==> config.mk <==
export PLATFORM = sky130hd
export DESIGN_NAME = audio_tone_arbiter
export DESIGN_NICKNAME = d
export VERILOG_FILES = /design/src/rtl/audio_tone_arbiter.sv
export SDC_FILE = /design/constraint.sdc
export NUM_CORES = 1
export LEC_CHECK = 0
export CAP_MARGIN = 20
export CORE_ASPECT_RATIO = 0.8
export CORE_UTILIZATION = 50
export CTS_CLUSTER_SIZE = 30
export DETAILED_ROUTE_END_ITERATION = 8
export HOLD_SLACK_MARGIN = 0.06
export PLACE_DENSITY = 0.77
export SYNTH_ARGS = -nofsm -noshare
export SYNTH_HDL_FRONTEND = slang
export SYNTH_SLANG_ARGS = --single-unit
==> constraint.sdc <==
create_clock -name iCLK -period 2.3 [get_ports iCLK]
set_input_delay 0.46 -clock iCLK [delete_from_list [all_inputs] [get_ports iCLK]]
set_output_delay 0.46 -clock iCLK [all_outputs]
set_load 0.02 [all_outputs]
==> src/rtl/audio_tone_arbiter.sv <==
// Tone scheduler/arbiter for the shared codec DAC path: grants one of five
// requesters, plays a fixed-length square wave, then holds a silent gap.
module audio_tone_arbiter #(
    parameter int unsigned HALF0       = 58,
    parameter int unsigned HALF1       = 77,
    parameter int unsigned HALF2       = 95,
    parameter int unsigned HALF3       = 115,
    parameter int unsigned HALF4       = 571,
    parameter int unsigned DUR_SAMPLES = 24000,
    parameter int unsigned GAP_SAMPLES = 2400,
    parameter logic [15:0] AMP         = 16'h2000
) (
    input  logic        iCLK,
    input  logic        iRST_N,
    input  logic        iSAMPLE_TICK,
    input  logic [4:0]  iREQ,
    input  logic        iCLR,
    output logic [15:0] oAUD_outL,
    output logic [15:0] oAUD_outR,
    output logic        oBUSY,
    output logic [2:0]  oACTIVE_CH,
    output logic        oDONE
);

    localparam int unsigned CW = 15;
    localparam int unsigned HW = 10;
    localparam logic [2:0]  NO_CH = 3'd7;

    typedef enum logic [1:0] {S_IDLE, S_PLAY, S_GAP} state_e;

    state_e          state_q, state_d;
    logic [4:0]      pend_q, pend_d;
    logic [2:0]      ch_q, ch_d;
    logic [HW-1:0]   half_q, half_d;
    logic [CW-1:0]   dur_q, dur_d;
    logic [15:0]     samp_q, samp_d;
    logic            busy_q, busy_d;
    logic [2:0]      act_q, act_d;
    logic            done_q, done_d;

    logic [4:0]      cand_c;
    logic [2:0]      win_c;
    logic [HW-1:0]   half_last_c;
    logic            preempt_c;

    // Highest-index requester wins
    always_comb begin
        cand_c = pend_q | iREQ;
        win_c  = 3'd0;
        for (int i = 0; i < 5; i++) begin
            if (cand_c[i]) win_c = 3'(i);
        end
    end

    always_comb begin
        case (ch_q)
            3'd0:    half_last_c = HW'(HALF0 - 1);
            3'd1:    half_last_c = HW'(HALF1 - 1);
            3'd2:    half_last_c = HW'(HALF2 - 1);
            3'd3:    half_last_c = HW'(HALF3 - 1);
            default: half_last_c = HW'(HALF4 - 1);
        endcase
    end

    assign preempt_c = iREQ[4] &&
                       (((state_q == S_PLAY) && (ch_q != 3'd4)) || (state_q == S_GAP));

    always_comb begin
        state_d = state_q;
        pend_d  = pend_q | iREQ;
        ch_d    = ch_q;
        half_d  = half_q;
        dur_d   = dur_q;
        samp_d  = samp_q;
        busy_d  = busy_q;
        act_d   = act_q;
        done_d  = 1'b0;
        if (iCLR) begin
            state_d = S_IDLE;
            pend_d  = '0;
            half_d  = '0;
            dur_d   = '0;
            samp_d  = '0;
            busy_d  = 1'b0;
            act_d   = NO_CH;
        end else if (preempt_c) begin
            // The abandoned tone is dropped, not re-queued
            state_d   = S_PLAY;
            pend_d[4] = 1'b0;
            ch_d      = 3'd4;
            half_d    = '0;
            dur_d     = '0;
            samp_d    = AMP;
            busy_d    = 1'b1;
            act_d     = 3'd4;
        end else begin
            case (state_q)
                S_IDLE: begin
                    if (|cand_c) begin
                        state_d = S_PLAY;
                        pend_d  = cand_c & ~(5'(1) << win_c);
                        ch_d    = win_c;
                        half_d  = '0;
                        dur_d   = '0;
                        samp_d  = AMP;
                        busy_d  = 1'b1;
                        act_d   = win_c;
                    end
                end
                S_PLAY: begin
                    if (iSAMPLE_TICK) begin
                        if (dur_q == CW'(DUR_SAMPLES - 1)) begin
                            state_d = S_GAP;
                            dur_d   = '0;
                            half_d  = '0;
                            samp_d  = '0;
                            done_d  = 1'b1;
                            act_d   = NO_CH;
                        end else begin
                            dur_d = dur_q + CW'(1);
                            if (half_q == half_last_c) begin
                                half_d = '0;
                                samp_d = -samp_q;
                            end else begin
                                half_d = half_q + HW'(1);
                            end
                        end
                    end
                end
                S_GAP: begin
                    if (iSAMPLE_TICK) begin
                        if (dur_q == CW'(GAP_SAMPLES - 1)) begin
                            state_d = S_IDLE;
                            dur_d   = '0;
                            busy_d  = 1'b0;
                        end else begin
                            dur_d = dur_q + CW'(1);
                        end
                    end
                end
                default: begin
                    state_d = S_IDLE;
                    busy_d  = 1'b0;
                    act_d   = NO_CH;
                    samp_d  = '0;
                end
            endcase
        end
    end

    always_ff @(posedge iCLK) begin
        if (!iRST_N) begin
            state_q <= S_IDLE;
            pend_q  <= '0;
            ch_q    <= '0;
            half_q  <= '0;
            dur_q   <= '0;
            samp_q  <= '0;
            busy_q  <= 1'b0;
            act_q   <= NO_CH;
            done_q  <= 1'b0;
        end else begin
            state_q <= state_d;
            pend_q  <= pend_d;
            ch_q    <= ch_d;
            half_q  <= half_d;
            dur_q   <= dur_d;
            samp_q  <= samp_d;
            busy_q  <= busy_d;
            act_q   <= act_d;
            done_q  <= done_d;
        end
    end

    assign oAUD_outL  = samp_q;
    assign oAUD_outR  = samp_q;
    assign oBUSY      = busy_q;
    assign oACTIVE_CH = act_q;
    assign oDONE      = done_q;

endmodule
* Word level (Yosys, flattened, before mapping)
Index checks and enable logic that the tools add are counted.
Cells by class: add/sub/neg operators 3, eq/ne operators 23, shift operators 1, mux-type cells 45, bitwise operators 8, reduce and logical (&&, ||, !) cells 23
Operators by type and width (count):
- $mux 15 | 5
- $mux 16 | 4
- $pmux 16 s3 | 1
- $pmux 15 s3 | 1
- $mux 10 | 4
- $pmux 10 s4 | 1
- $mux 3 | 8
- $reduce_and 4->1 | 6
- $pmux 10 s2 | 1
- $neg 16->16 | 1
- $add 15x1->15 const B | 1
- $eq 15x12->1 const B | 1
- $eq 15x15->1 const B | 1
- $mux 14 | 1
- $mux 2 | 6
- $ne 3x3->1 const B | 4
- $add 10x1->10 const B | 1
- $eq 10x10->1 | 1
- $mux 5 | 2
- $ne 2x2->1 const B | 5
- $reduce_and 5->1 | 2
- $reduce_or 5->1 | 2
- $pmux 3 s3 | 1
- $mux 1 | 7
- other kinds (25) | 36
Word-level totals: bits in registers 56, input bits 9, output and inout bits 37

* Depth between registers and ports, before layout
Gate-level depths: netlist (run 1).
depth after elaboration 11, gate-level depth with buffers 10, gate-level depth less buffers 8

* Worst setup path after synthesis (run 1)
Ideal clock, no wire load.
kind register to register, start reg state_q[0], end reg samp_q[3], in the netlist oAUD_outL[3], arrival time 2181 ps, setup slack 44 ps, stages on the path, launching flop included 10, buffers on the path 1, clock period less this slack 2256 ps, cell sequence dfxtp_1 > inv_1 > ha_1 > buf_2 > nor3b_2 > and3_1 > nor3_1 > nand2_1 > or4_1 > a31oi_1
Between the ends: longest elaborated chain between the ends 5, elaborated cells on any way between the ends 13, classes of those cells eq/ne (5); mux (1); bitwise (1); reduce/logical (6)
RTL lines:
- start, declared | line 31 | state_e state_q, state_d;
- start signal, assigned | line 163 | state_q <= state_d;
- $eq 2x1->1 | line 66, 97
- $logic_and 1x1->1 | line 66 | (((state_q == S_PLAY) && (ch_q != 3'd4)) || (state_q == S_GAP));
- $logic_or 1x1->1 | line 66
- $logic_and 1x1->1 | line 65 | assign preempt_c = iREQ[4] &&
- $reduce_or 3->1 (no line)
- end signal, assigned | line 168 | samp_q <= samp_d;
- end, declared | line 36 | logic [15:0] samp_q, samp_d;
Several ways; a longest one is shown, not always the timed one. A chain may end at the register's enable or synchronous reset.

* Final worst setup path (run 1)
start reg half_q[2], end reg samp_q[13], in the netlist oAUD_outL[13]
Between the ends: longest elaborated chain between the ends 3
RTL lines:
- start, declared | line 34 | logic [HW-1:0] half_q, half_d;
- start signal, assigned | line 166 | half_q <= half_d;
- $eq 10x10->1 | line 121 | if (half_q == half_last_c) begin
- $ne 4x2->1 (no line)
- $reduce_and 4->1 (no line)
No other way between the ends.

==> results of run 1 <==
==> worst reg2reg max path, delay by kind of cell (launching register included) <==
family | cells | cell delay [ns]
adders and majority gates | 1 | 0.34
AOI/OAI and AO/OA | 4 | 1.00
buffers and inverters | 3 | 0.44
DFF | 1 | 0.36
==> metrics by stage <==
step                std cells  cell area (sq um)  setup WS (ns)  hold WS (ns)
CTS                       533               4110         0.0127         0.504
global route              534               4180        -0.0366         0.541
detailed placement        525               3980         -0.223         0.474
global placement          525               3980         -0.176         0.468
finish                    534               4180         0.0711         0.495
floorplan                 383               3260         0.0443         0.491
==> registers in the layout, summed over array words and instances (netlist names) <==
name and flops:
state_q 2, half_q 10, ch_q 3, pend_q 5, oAUD_outL 16, oACTIVE_CH 3
dur_q 15, oDONE 1, oBUSY 1
==> report_power, final <==
part	internal [uW]	switching [uW]
combinational	176	206
clock	385	320
sequential	987	20.4
total	1550	546
==> repair_timing <==
item,4_1_cts,5_1_grt
hold buffers,0,0
gates resized for setup,0,14
setup endpoints to repair,0,28
buffers inserted,0,1
==> routing by layer <==
metal | track usage | routed length, um | vias to the layer above
li1 | - | - | 1533
met1 | 0.327 | 3730 | 1481
met2 | 0.405 | 3810 | 116
met3 | 0.0378 | 467 | 15
met4 | 0.0851 | 139 | 0
met5 | 0 | 0 | -
==> cells in the mapped netlist (5+ instances only) <==
cell type,instances,area share
a21oi_1,12,0.018
a31oi_1,7,0.013
and3_1,8,0.015
buf_2,5,0.0077
buf_4,17,0.039
dfxtp_1,56,0.34
ha_1,6,0.023
inv_1,9,0.010
mux2i_1,9,0.028
nand2_1,31,0.036
nand3_1,9,0.014
nand4_1,13,0.025
nor2_1,47,0.054
nor2b_1,5,0.0096
nor3_1,15,0.023
o211ai_1,7,0.016
o21ai_0,11,0.017
o21ai_1,5,0.0077
o31ai_1,8,0.018
or3_1,6,0.012
or4_1,10,0.023
xnor2_1,10,0.027
xor2_1,12,0.032
==> cells by family after synthesis <==
| group | synth area share |
|---|---|
| fa+ha+maj | 0.0265 |
| compound gates | 0.182 |
| flops | 0.344 |
| xor+xnor | 0.0591 |
| simple gates | 0.287 |
| mux | 0.0277 |
| buf+inv | 0.0733 |
==> path summary, 6_finish.rpt <==
| kind | startpoint | endpoint | slack (ns) | cells past startpoint |
|---|---|---|---|---|
| worst min-delay path | oACTIVE_CH[1]$_SDFFE_PP1P_ | oACTIVE_CH[1]$_SDFFE_PP1P_ | 0.50 | 2 |
| worst max register to register | half_q[2]$_SDFFE_PP0P_ | oAUD_outL[13]$_SDFFE_PP0P_ | 0.07 | 8 |
| worst min register to register | oACTIVE_CH[1]$_SDFFE_PP1P_ | oACTIVE_CH[1]$_SDFFE_PP1P_ | 0.50 | 2 |
| worst max-delay path | half_q[2]$_SDFFE_PP0P_ | oAUD_outL[13]$_SDFFE_PP0P_ | 0.07 | 8 |
==> cell type report <==
cell class | count | share of cell area
Sequential cell | 56 | 0.268
Clock buffer | 7 | 0.0230
Inverter | 10 | 0.00898
Multi-Input combinational cell | 288 | 0.467
Clock inverter | 1 | 0.00718
Tap cell | 81 | 0.0242
Timing Repair Buffer | 91 | 0.201
==> qor.csv, run 1 <==
stage,metric,value,unit
worst_setup_path,CP top delay family,compound AO/OA/AOI/OAI gates,
place,GP Congestion,0.863,
yosys,post-synth net total,398,
place,HPWL Detailed,6060,um
clock_tree,CTS sink count,56,
die,core area,6100,sq um
worst_setup_path,Critical-path top delay cell,a2111o_1,
global_route,largest net degree at the start of global routing,17,
worst_setup_path,Crit. End Element,flop,
worst_setup_path,worst path required time,2.52,ns
final_layout,Fillers,505,
routing,via density per instance,5.89,
timing,"Hold Vio Cnt, Final",0,
worst_setup_path,worst-path maximum fanout,10,
timing,Tmin final,2.23,ns
die,Initial Utilization,0.534,
clock_tree,Clock H-tree levels,2,
clock_tree,total CTS buffers,5,
yosys,Post-Syn Area,3260,sq um
final_layout,share of cells above drive strength 1,0.177,
final_layout,post-layout util,0.686,
final_layout,nets,467,
timing,post-route setup TNS,0,ns
final_layout,ant diodes,0,
timing,Layout Skew,0.00940,ns
pwr,Design Power,2090,uW
final_layout,FF+latch area,1120,sq um
place,Port-buffer cells,45,
final_layout,Synth-to-Final Area Change,28.3,%
yosys,Synth cell types,64,
die,Die Y,74.2,um
pwr,pwr dens,501,nW/um^2
final_layout,Multi-input gate area,1950,sq um
yosys,YS warnings,0,
global_route,number of global-route vias before repair,2755,
routing,Detail Route Antenna Nets,0,
routing,Starting DRT DRC Count,167,
routing,Total Routed Length,8150,um
global_route,global-route wire length before repair,13100,um
routing,WL/cell,15.3,um
yosys,sequential share of the synthesized area,0.344,
global_route,number of antenna violations at the first check in global routing,0,
final_layout,most frequent cells in the layout,"dfxtp_1, nor2_1, clkdlybuf4s50_1",
routing,via count,3145,
pwr,cell leakage power,0.00149,uW
die,num ports,46,
die,die extent in x,92.3,um
global_route,total track usage,0.244,
yosys,post-synthesis async set-or-reset flop share,0,
status,status,"complete, no violations",
worst_hold_path,Worst Hold Class,flop to flop,
timing,Slew @ Worst Pin,0.479,ns
timing,Peak Freq,0.449,GHz
worst_setup_path,Worst setup SP type,flop,
job,Max-cap violations,0,
pwr,Max VDD drop,0.000388,V
yosys,synthesized instance count,383,
global_route,GR Overflow Total,0,
final_layout,"commonest non-fill, non-tap cell in the layout",dfxtp_1,
worst_setup_path,"critical path, cell by cell","inv_2, maj3_2, a2111oi_4, buf_4, a31oi_4, buf_6, a2111o_1, o31ai_1",
timing,period utilization,0.969,
yosys,top_reg_cell synth,dfxtp_1,
yosys,Synth Area per Inst,8.51,sq um
die,Placement Rows,25,
worst_setup_path,Crit path buffers/inverters,3,
routing,# DRC,0,
die,die area,6840,sq um
clock_tree,"CTS clk-pin slew, worst paths",0.10,ns
yosys,register bit total from synthesis,56,
yosys,number of synthesized flops with an enable pin,0,
clock_tree,CTS Buffer Depth,2,
worst_setup_path,Worst path max stage delay,0.41,ns
worst_setup_path,worst path arrival time,2.45,ns
worst_setup_path,Setup CP Type,flop to flop,
clock_tree,worst-skew pair later-pin latency,0.32,ns
clock_tree,clk root buf,clkbuf_8,
clock_tree,TritonCTS clock tree,built,
timing,count of pins over their slew limit,0,
routing,Initial DRT Pass Iterations,4,
timing,Slew HR,0.676,
timing,Final setup viols,0,
No activity file was read; power rests on OpenSTA's default activity.
==> run 2: changes to the inputs <==
==> constraint.sdc (replaced) <==
create_clock -name iCLK -period 2.3 [get_ports iCLK]
set_input_delay 0.23 -clock iCLK [delete_from_list [all_inputs] [get_ports iCLK]]
set_output_delay 0.23 -clock iCLK [all_outputs]
set_load 0.02 [all_outputs]
==> qor.csv, run 2 (synthesized netlist as in run 1, its figures left out) <==
stage,metric,value,unit,change
routing,via count,3036,,was 3145
place,GP Congestion,0.904,,was 0.863
die,die extent in x,92.3,um,unchanged
worst_setup_path,worst path arrival time,2.47,ns,was 2.45 ns
die,Initial Utilization,0.534,,unchanged
final_layout,"commonest non-fill, non-tap cell in the layout",dfxtp_1,,unchanged
timing,Peak Freq,0.452,GHz,was 0.449 GHz
timing,Slew @ Worst Pin,0.509,ns,was 0.479 ns
worst_setup_path,Setup CP Type,flop to flop,,unchanged
status,status,"complete, no violations",,unchanged
routing,Starting DRT DRC Count,171,,was 167
routing,Total Routed Length,7830,um,was 8150 um
final_layout,Final Cell Area,4050,sq um,was 4180 sq um
global_route,total track usage,0.244,,about the same
place,placed cell areas,3910,sq um,was 3980 sq um
timing,Tmin final,2.21,ns,was 2.23 ns
routing,via density per instance,5.77,,was 5.89
global_route,number of global-route vias before repair,2945,,was 2755
final_layout,FF+latch area,1130,sq um,was 1120 sq um
job,Max-cap violations,0,,unchanged
clock_tree,TritonCTS clock tree,built,,unchanged
final_layout,share of cells above drive strength 1,0.157,,was 0.177
timing,Layout Skew,0.00862,ns,was 0.00940 ns
die,Placement Rows,25,,unchanged
final_layout,Synth-to-Final Area Change,24.4,%,was 28.3%
final_layout,Multi-input gate area,1920,sq um,was 1950 sq um
global_route,number of antenna violations at the first check in global routing,0,,unchanged
final_layout,most frequent cells in the layout,"dfxtp_1, nor2_1, clkdlybuf4s50_1",,unchanged
worst_setup_path,R2R cell count,7,,was 8
clock_tree,worst-skew pair later-pin latency,0.31,ns,was 0.32 ns
die,core area,6100,sq um,unchanged
routing,WL/cell,14.9,um,was 15.3 um
worst_setup_path,Critical-path top delay cell,or4_1,,was a2111o_1
final_layout,nets,459,,was 467
worst_setup_path,Worst path max stage delay,0.49,ns,was 0.41 ns
worst_setup_path,R2R Path End,oAUD_outL[11]$_SDFFE_PP0P_,,was oAUD_outL[13]$_SDFFE_PP0P_
die,die area,6840,sq um,unchanged
timing,post-route setup TNS,0,ns,unchanged
timing,Final setup viols,0,,unchanged
timing,period utilization,0.961,,was 0.969
routing,Detail Route Antenna Nets,0,,unchanged
global_route,GR Overflow Total,0,,unchanged
die,Die Y,74.2,um,unchanged
clock_tree,CTS sink count,56,,unchanged
clock_tree,total CTS buffers,5,,unchanged
final_layout,max reg flops,16,,unchanged
worst_setup_path,r2r setup slk,0.09,ns,was 0.07 ns
timing,RSZ-0062 raised after global routing,false,,
worst_setup_path,Crit. End Element,flop,,unchanged
worst_setup_path,Worst setup SP type,flop,,unchanged
worst_hold_path,worst hold path depth,2,,unchanged
place,Port-buffer cells,45,,unchanged
worst_setup_path,R2R Path Start,half_q[1]$_SDFFE_PP0P_,,was half_q[2]$_SDFFE_PP0P_
pwr,cell leakage power,0.00144,uW,was 0.00149 uW
clock_tree,"CTS clk-pin slew, worst paths",0.10,ns,about the same
worst_setup_path,"critical path, cell by cell","nor2b_1, o31a_1, a2111oi_4, a31oi_4, buf_4, or4_1, o21ai_1",,"was inv_2, maj3_2, a2111oi_4, buf_4, a31oi_4, buf_6, a2111o_1, o31ai_1"
place,HPWL Detailed,5940,um,was 6060 um
clock_tree,clk root buf,clkbuf_8,,unchanged
worst_setup_path,worst-path maximum fanout,9,,was 10
timing,count of pins over their slew limit,0,,unchanged
pwr,Max VDD drop,0.000394,V,was 0.000388 V
worst_hold_path,WHS Endpoint,oAUD_outL[15]$_SDFFE_PP0P_,,was oACTIVE_CH[1]$_SDFFE_PP1P_
clock_tree,CTS Buffer Depth,2,,unchanged
timing,"Hold Vio Cnt, Final",0,,unchanged
global_route,largest net degree at the start of global routing,17,,unchanged
timing,Slew HR,0.658,,was 0.676
final_layout,ant diodes,0,,unchanged
routing,Initial DRT Pass Iterations,4,,unchanged
clock_tree,"Hold-fix buffers, CTS",0,,unchanged
clock_tree,Clock H-tree levels,2,,unchanged
worst_setup_path,worst path required time,2.56,ns,was 2.52 ns
routing,# DRC,0,,unchanged
die,num ports,46,,unchanged
final_layout,post-layout util,0.665,,was 0.686
pwr,pwr dens,497,nW/um^2,was 501 nW/um^2
pwr,Design Power,2010,uW,was 2090 uW
global_route,global-route wire length before repair,13400,um,was 13100 um
final_layout,Fillers,534,,was 505
timing,Fin Hold WS,0.501,ns,was 0.495 ns
worst_hold_path,hold path startpoint,oAUD_outL[15]$_SDFFE_PP0P_,,was oACTIVE_CH[1]$_SDFFE_PP1P_
worst_hold_path,Worst Hold Class,flop to flop,,unchanged
run 2: changes by cell type in the layout (fill, tap and decap cells not counted), sizes merged:
cell,previous run,this run
buf,46,38
clkinv,0,1
clkbuf,7,6
run 2: final cells by class:
cell class / instances / share of cell area
Clock inverter: 2 / 0.00864
Multi-Input combinational cell: 288 / 0.474
Sequential cell: 56 / 0.278
Timing Repair Buffer: 83 / 0.188
Inverter: 10 / 0.00926
Tap cell: 81 / 0.0250
Clock buffer: 6 / 0.0179
run 2: metal layers:
layer  track usage  routed length (um)  vias up  part of all wire
met5             0                   0        -                 0
met4        0.0868                 105        0             0.013
met3        0.0348                 345        9             0.044
met2         0.417                3560       89              0.45
met1         0.321                3830     1433              0.49
li1              -                   -     1505                 -
run 2: where the power goes:
group | switching, uW | leakage, uW | internal [uW]
Combinational | 195 | 0.000926 | 160
Clock | 326 | 0.0000552 | 324
Sequential | 20.5 | 0.000455 | 989
run 2: timing repair:
item                       in CTS  in global routing
hold endpoints to repair        0                  0
gates resized for setup         0                 10
buffers inserted                0                  1
setup endpoints to repair       0                 25
run 2: critical path: cells and delay by family, from the launching register on:
kind	cells	cell delay (ns)
AOI/OAI and AO/OA	4	0.98
buffers and inverters	1	0.19
DFF	1	0.36
and+or+nand+nor	2	0.62
run 2: worst max path at each step:
stage | start | end | slack, ns
floorplan | state_q[0]$_SDFFE_PP0P_ | oAUD_outL[3]$_SDFFE_PP0P_ | 0.04
global placement | iREQ[1] | oAUD_outL[11]$_SDFFE_PP0P_ | 0.05
detailed placement | iREQ[1] | oAUD_outL[11]$_SDFFE_PP0P_ | -0.06
CTS | half_q[2]$_SDFFE_PP0P_ | oAUD_outL[7]$_SDFFE_PP0P_ | 0.02
global route | half_q[1]$_SDFFE_PP0P_ | oAUD_outL[5]$_SDFFE_PP0P_ | 0.008
finish | half_q[1]$_SDFFE_PP0P_ | oAUD_outL[11]$_SDFFE_PP0P_ | 0.09
run 2: metrics by stage:
stage / std cells / setup WS (ns)
after CTS: 525 / 0.0229
after global routing: 526 / 0.00832
after global placement: 517 / 0.0468
after floorplan: 383 / 0.0443
final: 526 / 0.0892
after detailed placement: 517 / -0.0552
